[src/rtl/reminder_sched.sv]
`default_nettype none
// ============================================================================
// Module   : reminder_sched
// Purpose  : Sequencing controller for the LED reminder/light-show unit.
//            Watches the running time and the alarm setting, fires the
//            hourly chime and the alarm (alarm has priority), and owns the
//            snooze/stop policy.
// Ports    : CP                - system clock, rising edge
//            CR                - asynchronous reset, active-high
//            sec_tick          - one-cycle strobe, once per second
//            hour/min/sec_bcd  - current time, BCD
//            alarm_hour/min_bcd- alarm setting, BCD
//            alarm_en/chime_en - alarm armed / hourly chime enabled
//            snooze_key/stop_key - debounced single-cycle key pulses
//            start_light_hour  - chime trigger (high for one second)
//            start_light_alarm - alarm trigger (high for one second)
//            show_hour         - chime length in flash half-periods (2..24)
//            active_alarm      - alarm light show enable
//            snooze_active     - high while snoozing
//            snooze_cnt        - snoozes used in the current alarm event
// Revision : 1.0 - initial release
// ============================================================================
module reminder_sched #(
  parameter int SNOOZE_MIN = 5,
  parameter int ALARM_SEC  = 60,
  parameter int MAX_SNOOZE = 3
) (
  input  logic       CP,
  input  logic       CR,
  input  logic       sec_tick,
  input  logic [7:0] hour_bcd,
  input  logic [7:0] min_bcd,
  input  logic [7:0] sec_bcd,
  input  logic [7:0] alarm_hour_bcd,
  input  logic [7:0] alarm_min_bcd,
  input  logic       alarm_en,
  input  logic       chime_en,
  input  logic       snooze_key,
  input  logic       stop_key,
  output logic       start_light_hour,
  output logic       start_light_alarm,
  output logic [4:0] show_hour,
  output logic       active_alarm,
  output logic       snooze_active,
  output logic [1:0] snooze_cnt
);

  typedef enum logic [1:0] {
    S_IDLE   = 2'd0,
    S_CHIME  = 2'd1,
    S_ALARM  = 2'd2,
    S_SNOOZE = 2'd3
  } state_t;

  localparam logic [9:0] c_snooze_load = 10'(SNOOZE_MIN * 60);
  localparam logic [7:0] c_ring_load   = 8'(ALARM_SEC);
  localparam logic [1:0] c_max_snooze  = 2'(MAX_SNOOZE);

  state_t     r_state, w_state_nxt;
  logic [7:0] r_ring, w_ring_nxt;
  logic [9:0] r_snooze, w_snooze_nxt;
  logic [3:0] r_chime, w_chime_nxt;
  logic [1:0] r_cnt, w_cnt_nxt;
  logic [4:0] r_show, w_show_nxt;
  logic       r_pulse_hour, w_pulse_hour_nxt;
  logic       r_pulse_alarm, w_pulse_alarm_nxt;

  function automatic logic f_bcd_ok(input logic [7:0] b);
    return (b[7:4] <= 4'd9) && (b[3:0] <= 4'd9);
  endfunction

  // --------------------------------------------------------------------------
  // Match detection (only meaningful in a sec_tick cycle)
  // --------------------------------------------------------------------------
  logic w_time_ok, w_alarm_set_ok, w_top_of_min, w_hour_hit, w_alarm_hit;

  assign w_time_ok      = f_bcd_ok(hour_bcd) && (hour_bcd <= 8'h23) &&
                          f_bcd_ok(min_bcd) && f_bcd_ok(sec_bcd);
  assign w_alarm_set_ok = f_bcd_ok(alarm_hour_bcd) && (alarm_hour_bcd <= 8'h23) &&
                          f_bcd_ok(alarm_min_bcd);
  assign w_top_of_min   = (sec_bcd == 8'h00);
  assign w_hour_hit     = sec_tick && chime_en && w_time_ok &&
                          (min_bcd == 8'h00) && w_top_of_min;
  assign w_alarm_hit    = sec_tick && alarm_en && w_time_ok && w_alarm_set_ok &&
                          (hour_bcd == alarm_hour_bcd) &&
                          (min_bcd == alarm_min_bcd) && w_top_of_min;

  // 12-hour value of the current hour, with 0 shown as 12
  logic [4:0] w_hour_bin;
  logic [3:0] w_h12;

  assign w_hour_bin = ({1'b0, hour_bcd[7:4]} * 5'd10) + {1'b0, hour_bcd[3:0]};

  always_comb begin
    w_h12 = 4'd12;
    if (w_hour_bin >= 5'd12) begin
      w_h12 = 4'(w_hour_bin - 5'd12);
    end else begin
      w_h12 = w_hour_bin[3:0];
    end
    if (w_h12 == 4'd0) begin
      w_h12 = 4'd12;
    end
  end

  // --------------------------------------------------------------------------
  // State register
  // --------------------------------------------------------------------------
  always_ff @(posedge CP or posedge CR) begin
    if (CR) begin
      r_state       <= S_IDLE;
      r_ring        <= 8'd0;
      r_snooze      <= 10'd0;
      r_chime       <= 4'd0;
      r_cnt         <= 2'd0;
      r_show        <= 5'd0;
      r_pulse_hour  <= 1'b0;
      r_pulse_alarm <= 1'b0;
    end else begin
      r_state       <= w_state_nxt;
      r_ring        <= w_ring_nxt;
      r_snooze      <= w_snooze_nxt;
      r_chime       <= w_chime_nxt;
      r_cnt         <= w_cnt_nxt;
      r_show        <= w_show_nxt;
      r_pulse_hour  <= w_pulse_hour_nxt;
      r_pulse_alarm <= w_pulse_alarm_nxt;
    end
  end

  // --------------------------------------------------------------------------
  // Next-state logic
  // --------------------------------------------------------------------------
  always_comb begin
    w_state_nxt  = r_state;
    w_ring_nxt   = r_ring;
    w_snooze_nxt = r_snooze;
    w_chime_nxt  = r_chime;
    w_cnt_nxt    = r_cnt;
    w_show_nxt   = r_show;
    // A trigger pulse drops on the first tick after it rose, so the 1 Hz
    // sampler in the reminder unit sees it exactly once.
    w_pulse_hour_nxt  = r_pulse_hour && !sec_tick;
    w_pulse_alarm_nxt = r_pulse_alarm && !sec_tick;

    unique case (r_state)
      S_IDLE: begin
        if (w_alarm_hit) begin
          w_state_nxt       = S_ALARM;
          w_ring_nxt        = c_ring_load;
          w_cnt_nxt         = 2'd0;
          w_pulse_alarm_nxt = 1'b1;
        end else if (w_hour_hit) begin
          w_state_nxt      = S_CHIME;
          w_chime_nxt      = w_h12;
          w_show_nxt       = {w_h12, 1'b0};
          w_pulse_hour_nxt = 1'b1;
        end
      end

      S_CHIME: begin
        if (w_alarm_hit) begin
          w_state_nxt       = S_ALARM;
          w_ring_nxt        = c_ring_load;
          w_cnt_nxt         = 2'd0;
          w_pulse_alarm_nxt = 1'b1;
          w_pulse_hour_nxt  = 1'b0;
        end else if (sec_tick) begin
          if (r_chime <= 4'd1) begin
            w_chime_nxt = 4'd0;
            w_state_nxt = S_IDLE;
          end else begin
            w_chime_nxt = r_chime - 4'd1;
          end
        end
      end

      S_ALARM: begin
        // Keys outrank the tick, so a key landing on a tick never also
        // consumes a second of the new state's timer.
        if (!alarm_en) begin
          w_state_nxt = S_IDLE;
        end else if (stop_key) begin
          w_state_nxt = S_IDLE;
          w_cnt_nxt   = 2'd0;
        end else if (snooze_key && (r_cnt < c_max_snooze)) begin
          w_state_nxt  = S_SNOOZE;
          w_snooze_nxt = c_snooze_load;
          w_cnt_nxt    = r_cnt + 2'd1;
        end else if (sec_tick) begin
          if (r_ring <= 8'd1) begin
            w_ring_nxt  = 8'd0;
            w_state_nxt = S_IDLE;
            w_cnt_nxt   = 2'd0;
          end else begin
            w_ring_nxt = r_ring - 8'd1;
          end
        end
      end

      S_SNOOZE: begin
        if (stop_key || !alarm_en) begin
          w_state_nxt = S_IDLE;
          w_cnt_nxt   = 2'd0;
        end else if (sec_tick) begin
          if (r_snooze <= 10'd1) begin
            w_snooze_nxt      = 10'd0;
            w_state_nxt       = S_ALARM;
            w_ring_nxt        = c_ring_load;
            w_pulse_alarm_nxt = 1'b1;
          end else begin
            w_snooze_nxt = r_snooze - 10'd1;
          end
        end
      end

      default: begin
        w_state_nxt = S_IDLE;
      end
    endcase
  end

  assign start_light_hour  = r_pulse_hour;
  assign start_light_alarm = r_pulse_alarm;
  assign show_hour         = r_show;
  assign active_alarm      = (r_state == S_ALARM);
  assign snooze_active     = (r_state == S_SNOOZE);
  assign snooze_cnt        = r_cnt;

endmodule
`default_nettype wire

[config.mk]
export PLATFORM = sky130hd
export DESIGN_NAME = reminder_sched
export DESIGN_NICKNAME = d
export VERILOG_FILES = /design/src/rtl/reminder_sched.sv
export SDC_FILE = /design/constraint.sdc
export NUM_CORES = 1
export LEC_CHECK = 0
export ABC_AREA = 1
export CAP_MARGIN = 10
export CELL_PAD_IN_SITES_DETAIL_PLACEMENT = 0
export CELL_PAD_IN_SITES_GLOBAL_PLACEMENT = 1
export CORE_ASPECT_RATIO = 0.5
export CORE_MARGIN = 1
export CORE_UTILIZATION = 39
export DETAILED_ROUTE_END_ITERATION = 8
export PLACE_DENSITY_LB_ADDON = 0.1
export SYNTH_ARGS = -nofsm -noshare
export SYNTH_HDL_FRONTEND = slang
export SYNTH_SLANG_ARGS = --single-unit
[constraint.sdc]
create_clock -name CP -period 4.6 [get_ports CP]
set_input_delay 0.92 -clock CP [delete_from_list [all_inputs] [get_ports CP]]
set_output_delay 0.92 -clock CP [all_outputs]
set_load 0.01 [all_outputs]
==> results of run 1 <==
[worst max-delay path: cells and delay by family]
kind | cells | cell delay, ps
adders and majority gates | 3 | 820
AOI/OAI and AO/OA | 1 | 180
and+or+nand+nor | 10 | 780
buffers and inverters | 3 | 640
[worst max path at each step]
stage,end,slack [ps],depth (start not counted)
6_report,r_chime[3],1410,17
5_1_grt,r_chime[3],1160,17
4_1_cts,r_chime[3],1420,17
3_5_place_dp,r_chime[3],1130,17
3_3_place_gp,r_chime[3],1160,17
2_1_floorplan,r_chime[3],1820,16
[cells in the final DEF, fill, tap and decap left out, types with 2 or more instances in the layout]
master,instances
nand2_1,129
inv_1,68
nor2_1,57
clkdlybuf4s50_1,56
dfrtp_1,32
nand3_1,20
o21ai_0,17
nand4_1,17
ha_1,12
xnor2_1,11
xor2_1,9
a21oi_1,9
nor3_1,7
o22ai_1,6
clkbuf_16,5
inv_2,4
nor2_2,3
o21ai_2,3
nand2_2,2
nor3_4,2
clkbuf_8,2
[stage by stage]
| stage | worst slack (ps) | hold WS [ps] |
|---|---|---|
| floorplan | 1820 | 442 |
| global placement | 1160 | 459 |
| detailed placement | 1130 | 460 |
| CTS | 1420 | 474 |
| global route | 1160 | 518 |
| finish | 1410 | 470 |
[final cells by class]
cell class	instances	area (um2)	area share, %
Sequential cell	32	801	22.2
Clock buffer	7	153	4.23
Inverter	72	270	7.48
Multi-Input combinational cell	324	1710	47.2
Tap cell	92	115	3.19
Timing Repair Buffer	57	568	15.7
[layer usage]
metal	global-route usage, %	wire [um]
met4	5.64	42
met3	4.65	293
met2	31.1	2690
met1	24.9	3370
met5	0	0
[flip-flops by register name (all words and copies together) (netlist names)]
register / cells
snooze_cnt: 2
start_light_alarm: 1
show_hour: 4
start_light_hour: 1
r_snooze: 10
r_state: 2
r_chime: 4
r_ring: 8
[logic make-up after synthesis]
logic type,after synthesis
xor+xnor,20
fa+ha+maj,13
buf+inv,74
flops,32
simple gates,248
compound gates,42
other cells,1
[report_power, final]
group / internal, mW / switching, mW
clock: 0.227 / 0.111
combinational: 0.150 / 0.197
sequential: 0.312 / 0.0339
total: 0.688 / 0.341
==> results.yml, run 1 <==
yosys:
  synthArstFlopShare_pct: 100
  synth_compound_area_share_pct: 9.04
  synth_top_family_by_area: "simple AND/OR/NAND/NOR gates"
  synth_cells: 430
  ys_top_cells_by_area: "dfrtp_1 29%, nand2_1 17%, inv_1 9.1%"
  avgSynthCellArea_um2: 6.50
  synth_fp_nets: 490
  synthTopCellsByCount: "129 x nand2_1, 68 x inv_1, 57 x nor2_1, 32 x dfrtp_1, 20 x nand3_1"
  yosysTopAreaCell: "dfrtp_1"
  synth.distinct_cells: 40
  synth_mux_area_share_pct: 0
  ys_ff_latch: 32
  yosysMostFrequentCell: "nand2_1"
  ys_warn_count: 0
  synth_fa_ha_area_share_pct: 6.09
  synth_edf_count: 0
  synth_xor_xnor_area_share_pct: 6.27
  synthSimpleGateAreaFrac_pct: 39.5
  synth_area_um2: 2800
  synth_top_area_share_pct: 28.6
  ys.flop_type: "dfrtp_1"
  seq_area_frac_synth_pct: 28.6
timing:
  period_share_pct: 69.3
  hold_viol: 0
  clock_skew_ps: 2.86
  tns_ps: 0
  max_freq_mhz: 314
  min_period_ps: 3190
  worst_pin_slew_ps: 857
  max_slew_margin_pct: 42.8
  rsz0062_at_grt: "false"
  maxSlewViolCount: 0
  setup_violations: 0
outcome:
  run_status: "finished, final reports clean"
route:
  routedWlPerCell_um: 10.9
  drtAntennaViolNets: 0
  drtIter0Drc: 123
  drc: 0
  firstDrtPassIters: 4
  wirelength_um: 6390
  viasPerCell: 4.62
  num_vias: 2697
die:
  ioPinCount: 58
  design.core.area_um2: 6810
  start_util_pct: 41.1
  die_area_um2: 7530
  die_width_um: 122
  die-height_um: 61.9
  rows: 21
layout:
  n_fill_cell: 679
  post-route-cell-area_um2: 3610
  drive_above_1_share_pct: 5.89
  syn2layout_area_growth_pct: 29.2
  fin_nets: 552
  diodes: 0
  fin_util_pct: 53.1
  instances_no_fill: 584
critical_path:
  worst_setup_path_end_kind: "flop"
  startpoint: "hour_bcd[4]"
  r2r-start: "r_ring[0]"
  cp_slowest_cell: "clkdlybuf4s50_1"
  worstRegToRegCells: 13
  cp.required_ps: 4760
  slowest_delay_ps: 480
  cp-start-kind: "input port"
  crit_top_cell: "nand2_1"
  r2r_slack_ps: 2560
  worst-path-max-fanout: 5
  worstPathCellList: "clkdlybuf4s50_1 > ha_1 > ha_1 > inv_1 > nand2_1 > and2_1 > ha_1 > nand2_1 > nand2_1 > inv_1 > nand3_1 > o21ai_0 > nand2_1 > nand2_1 > nand2_1 > nand2_1 > nand2_1"
  critPathKind: "input port to flop"
  r2r_end: "r_state[0]"
  crit_arrival_ps: 3350
place:
  port_buffers: 56
  place_congestion: 0.790
  placed_area_um2: 3460
  dpl.cell_count: 577
  dp_hpwl_um: 5170
worst_hold_path:
  whs_path_depth: 2
  hold_path.startpoint: "r_ring[3]"
  holdPathEnd: "r_ring[3]"
  hp-class: "flop to flop"
flow_run:
  maxCapViolCount: 0
clock_network:
  cts_hold_buf: 0
  cts_setup_buffers: 0
  cts_tree: "yes"
  cts_sinks: 32
  clockBufferDepth: 2
  insertion_delay_ps: 270
  root_buffer: "clkbuf_16"
  cts.reportedPaths.clkPinSlew_ps: 50
  ctsResizeCount: 0
  numCtsBuffers: 5
  h-tree-depth: 2
power:
  power_leakage_nw: 1.82
  p_per_area_nw_per_um2: 285
  finalPower_mw: 1.03
  ir_drop_mv: 0.124
global_route:
  grt-ovfl-total: 0
  grt_pass1_wl_um: 11000
  grt_max_degree: 22
  grt_use_total_pct: 18.8
  first_global_vias: 2510
  antenna_found_initial: 0
Power figures use the tool's default switching activity.
==> inputs of run 2 (changes only) <==
Settings changed: CORE_UTILIZATION 39 to 33.
Clock period 4.6 ns to 2.75 ns, I/O delays scaled along.
==> run 2 against run 1 <==
Total power rose by 70%. Sequential power rose by 68%. Global-route usage fell by 1.9 points. Highest routed layer unchanged. Critical endpoint unchanged. Via count rose by 3.2%. Largest cell class unchanged.
==> results.yml, run 2 (synthesis gave the netlist of run 1 again) <==
timing:
  tns_ps: 0
  hold-worst-slack_ps: 468
  setup_violations: 0
  hold_viol: 0
  min_period_ps: 2570
  clock_skew_ps: 4.69
  max_freq_mhz: 388
  rsz0062_at_grt: "false"
  period_share_pct: 93.6
  maxSlewViolCount: 0
layout:
  reg_top3: "r_snooze: 10 flops, r_ring: 8 flops"
  n_fill_cell: 877
  multi_input_area_um2: 1740
  layout_commonest_cell: "nand2_1"
  drive_above_1_share_pct: 10.0
  fin_nets: 569
  syn2layout_area_growth_pct: 35.8
  diodes: 0
  regArea_um2: 801
  largest_register_ffs: 10
  final_cell_mix: "129 x nand2_1, 67 x inv_1, 57 x nor2_1, 55 x clkdlybuf4s50_1, 32 x dfrtp_1"
  post-route-cell-area_um2: 3800
  largest-register: "r_snooze"
critical_path:
  crit_top_cell: "nand2_1"
  critPathBufInv: 3
  slowest_delay_ps: 530
  r2r_end: "r_ring[4]"
  worst_setup_path_end_kind: "flop"
  crit_family: "simple AND/OR/NAND/NOR gates"
  cp_slowest_cell: "clkdlybuf4s50_1"
  r2r_slack_ps: 760
  cp-start-kind: "input port"
  crit_arrival_ps: 2730
  cp.required_ps: 2910
  critPathKind: "input port to flop"
  worstRegToRegCells: 9
  worst-path-max-fanout: 4
  worstPathCellList: "clkdlybuf4s50_1 > ha_4 > ha_4 > nand2_1 > and2_1 > ha_1 > nand2_1 > nand2_1 > inv_2 > buf_4 > nand4_1 > nand3_1 > nand2_1 > nand2_1 > nand2_1 > nand2_1 > nand2_1"
  r2r-start: "r_snooze[0]"
clock_network:
  h-tree-depth: 2
  clockBufferDepth: 2
  root_buffer: "clkbuf_16"
  numCtsBuffers: 5
  cts_sinks: 32
  cts.reportedPaths.clkPinSlew_ps: 50
  insertion_delay_ps: 270
  cts_hold_buf: 0
  cts_tree: "yes"
route:
  num_vias: 2782
  firstDrtPassIters: 4
  viasPerCell: 4.47
  drc: 0
  routedWlPerCell_um: 11.1
  wirelength_um: 6930
  drtAntennaViolNets: 0
  drtIter0Drc: 117
worst_hold_path:
  whs_path_depth: 2
  holdPathEnd: "r_ring[3]"
  hp-class: "flop to flop"
  hold_path.startpoint: "r_ring[3]"
flow_run:
  maxCapViolCount: 0
power:
  finalPower_mw: 1.75
  p_per_area_nw_per_um2: 461
  power_leakage_nw: 1.91
  ir_drop_mv: 0.289
place:
  port_buffers: 56
  placed_area_um2: 3600
  place_congestion: 0.781
  dp_hpwl_um: 5530
global_route:
  grt_pass1_wl_um: 11900
  grt-ovfl-total: 0
  antenna_found_initial: 0
  grt_use_total_pct: 16.9
  grt_max_degree: 33
  first_global_vias: 2642
die:
  start_util_pct: 34.4
  rows: 23
  die_area_um2: 8860
  ioPinCount: 58
  die_width_um: 132
  die-height_um: 67.1
  design.core.area_um2: 8120
outcome:
  run_status: "finished, final reports clean"
run 2: cell count changes in the layout (fill, tap and decap cells not counted), moves of 2 or more:
cell	before	now
buf_4	1	18
ha_4	0	2
clkbuf_1	0	2
ha_1	12	9
run 2: final cells by class:
| class | count | share of cell area [%] |
|---|---|---|
| clock buffer | 8 | 3.86 |
| inverter | 72 | 7.12 |
| multi-input combinational | 324 | 45.8 |
| sequential | 32 | 21.1 |
| tap | 112 | 3.69 |
| timing repair buffer | 74 | 18.4 |
run 2: worst max-delay path by stage:
stage,end,start,cells after the start
2_1_floorplan,r_chime[3],hour_bcd[4],16
3_3_place_gp,r_chime[3],hour_bcd[4],17
3_5_place_dp,r_chime[3],hour_bcd[4],17
4_1_cts,r_chime[3],hour_bcd[4],17
5_1_grt,r_chime[2],hour_bcd[6],17
6_report,r_chime[3],hour_bcd[6],17
run 2: power breakdown:
part           internal, mW  total, mW  switching, mW
clock network         0.361      0.549          0.188
logic                 0.278      0.621          0.343
registers             0.522      0.580         0.0581
total                  1.16       1.75          0.589
run 2: stage by stage:
stage          util [%]  instances  setup WS, ps
3_3_place_gp       44.4        613          -198
6_report           46.8        622           175
5_1_grt            46.8        622          15.6
3_5_place_dp       44.4        613          -236
4_1_cts            46.2        621          54.1
2_1_floorplan         -        430           345
run 2: worst min-delay path, cell delays in order (launching register included):
cell and delay, ps:
dfrtp_1 340, nand2_1 50, nand2_1 50
run 2: layer usage:
layer | wire length, um | part of all wire (%) | track usage (%) | vias up
met5 | 0 | 0 | 0 | -
met4 | 34 | 0.49 | 3.05 | 0
met3 | 234 | 3.4 | 3.81 | 4
met2 | 2950 | 43 | 28.3 | 44
met1 | 3710 | 54 | 22.5 | 1214
li1 | - | - | - | 1520
run 2: what timing repair did:
item,4_1_cts,5_1_grt
resized for setup,0,8
setup endpoints to repair,0,4
setup buffers,0,1
==> inputs of run 3 (changes only) <==
Settings changed: CORE_MARGIN 1 to 8, CTS_CLUSTER_DIAMETER set to 30.
==> run 3 against run 2 <==
Combinational power hardly changed. Hold slack better by 15 ps. Sequential power hardly changed. Maximum frequency increased by 3.0%. Sequential cell count stayed put. Critical path depth is 1 lower. First-iteration DRC count up 29%. Critical path type unchanged. Largest power group unchanged.
==> results.yml, run 3 (synthesis gave the netlist of run 1 again) <==
global_route:
  grt_use_total_pct: 12.7
  antenna_found_initial: 0
  grt-ovfl-total: 0
  grt_pass1_wl_um: 12600
  grt_max_degree: 33
  first_global_vias: 2795
timing:
  max_freq_mhz: 400
  setup_violations: 0
  rsz0062_at_grt: "false"
  period_share_pct: 90.9
  maxSlewViolCount: 0
  clock_skew_ps: 4.02
  min_period_ps: 2500
  tns_ps: 0
  fin_ws_ps: 250
  hold_viol: 0
clock_network:
  cts_tree: "yes"
  root_buffer: "clkbuf_16"
  h-tree-depth: 2
  insertion_delay_ps: 270
  cts.reportedPaths.clkPinSlew_ps: 50
  clockBufferDepth: 2
  cts_sinks: 32
  cts_hold_buf: 0
  numCtsBuffers: 5
layout:
  regArea_um2: 801
  fin_util_pct: 46.7
  instances_no_fill: 621
  final_cell_mix: "129 x nand2_1, 67 x inv_1, 57 x nor2_1, 54 x clkdlybuf4s50_1, 32 x dfrtp_1"
  reg_top3: "r_snooze: 10 flops, r_ring: 8 flops"
  n_fill_cell: 873
  post-route-cell-area_um2: 3790
  largest-register: "r_snooze"
  syn2layout_area_growth_pct: 35.5
  largest_register_ffs: 10
  diodes: 0
  multi_input_area_um2: 1740
  fin_nets: 568
  layout_commonest_cell: "nand2_1"
  drive_above_1_share_pct: 10.0
place:
  place_congestion: 0.769
  port_buffers: 56
  dp_hpwl_um: 5910
  placed_area_um2: 3600
  pre_cts_ws_ps: -280
  dpl.cell_count: 613
power:
  ir_drop_mv: 0.223
  swShare_pct: 34.4
  cell_internal_pwr_mw: 1.16
  switching_power_uw: 605
  clock_power_share_pct: 31.7
  power_leakage_nw: 1.92
  p_per_area_nw_per_um2: 465
  seqPwrFrac_pct: 32.9
  combPwrFrac_pct: 35.4
die:
  die_width_um: 146
  ioPinCount: 58
  die-height_um: 81.1
  design.core.area_um2: 8120
  start_util_pct: 34.4
  die_area_um2: 11900
  rows: 23
critical_path:
  r2r_slack_ps: 690
  startpoint: "hour_bcd[1]"
  r2r_end: "r_ring[1]"
  critPathKind: "input port to flop"
  r2r-start: "r_snooze[0]"
  worstRegToRegCells: 9
  worst-path-max-fanout: 5
  cp.required_ps: 2930
  cp-start-kind: "input port"
  crit_arrival_ps: 2680
  worst_setup_path_end_kind: "flop"
outcome:
  run_status: "finished, final reports clean"
route:
  drtAntennaViolNets: 0
  drtIter0Drc: 151
  firstDrtPassIters: 4
  num_vias: 2813
  wirelength_um: 7260
  viasPerCell: 4.53
  drc: 0
  routedWlPerCell_um: 11.7
worst_hold_path:
  hp-class: "flop to flop"
  whs_path_depth: 2
  holdPathEnd: "r_ring[3]"
  hold_path.startpoint: "r_ring[3]"
flow_run:
  maxCapViolCount: 0
## run 3: worst max-delay path, cell delays in order
cell,delay (ps)
clkdlybuf4s50_1,430
ha_2,210
fa_2,340
inv_1,60
nand2_1,50
and2_1,150
ha_1,170
nand2_1,60
nand2_1,60
inv_2,90
nand3_4,100
nand2_1,70
nand3_1,60
nand2_1,80
inv_1,40
o21ai_0,170
## run 3: final cells by class
type,count,area share [%]
Multi-Input combinational cell,324,45.8
Sequential cell,32,21.1
Timing Repair Buffer,73,18.3
Inverter,72,7.13
Tap cell,112,3.70
Clock buffer,6,3.67
Clock inverter,2,0.264
## run 3: routing by layer
layer  vias to the layer above  part of all wire (%)  GRT usage (%)
met2                        45                    43           20.8
met4                         0                  0.62           3.36
li1                       1517                     -              -
met1                      1247                    52           16.6
met5                         -                     0              0
met3                         4                   5.2           3.27
## run 3: metrics by stage
| stage | hold WS (ps) | total power [mW] |
|---|---|---|
| global placement | 456 | 1.20 |
| floorplan | 442 | 0.988 |
| finish | 484 | 1.76 |
| detailed placement | 467 | 1.20 |
| global route | 520 | 1.90 |
| CTS | 481 | 1.77 |
## run 3: worst max path at each step
stage / endpoint / cells after the start
final: show_hour[3] / 16
after global routing: r_chime[3] / 18
after CTS: r_chime[3] / 17
after detailed placement: r_chime[3] / 17
after global placement: r_chime[3] / 17
after floorplan: r_chime[3] / 16
## run 3: power groups by stage
| stage | Combinational [mW] | Sequential (mW) | Clock, mW |
|---|---|---|---|
| 6_report | 0.623 | 0.580 | 0.558 |
| 5_1_grt | 0.718 | 0.590 | 0.595 |
| 4_1_cts | 0.614 | 0.579 | 0.577 |
| 3_5_place_dp | 0.611 | 0.585 | 0 |
| 3_3_place_gp | 0.613 | 0.589 | 0 |
| 2_1_floorplan | 0.414 | 0.574 | 0 |
## run 3: what timing repair did
action                     CTS  global route
setup buffers                0             0
gates resized for setup      0             9
setup endpoints to repair    0             4
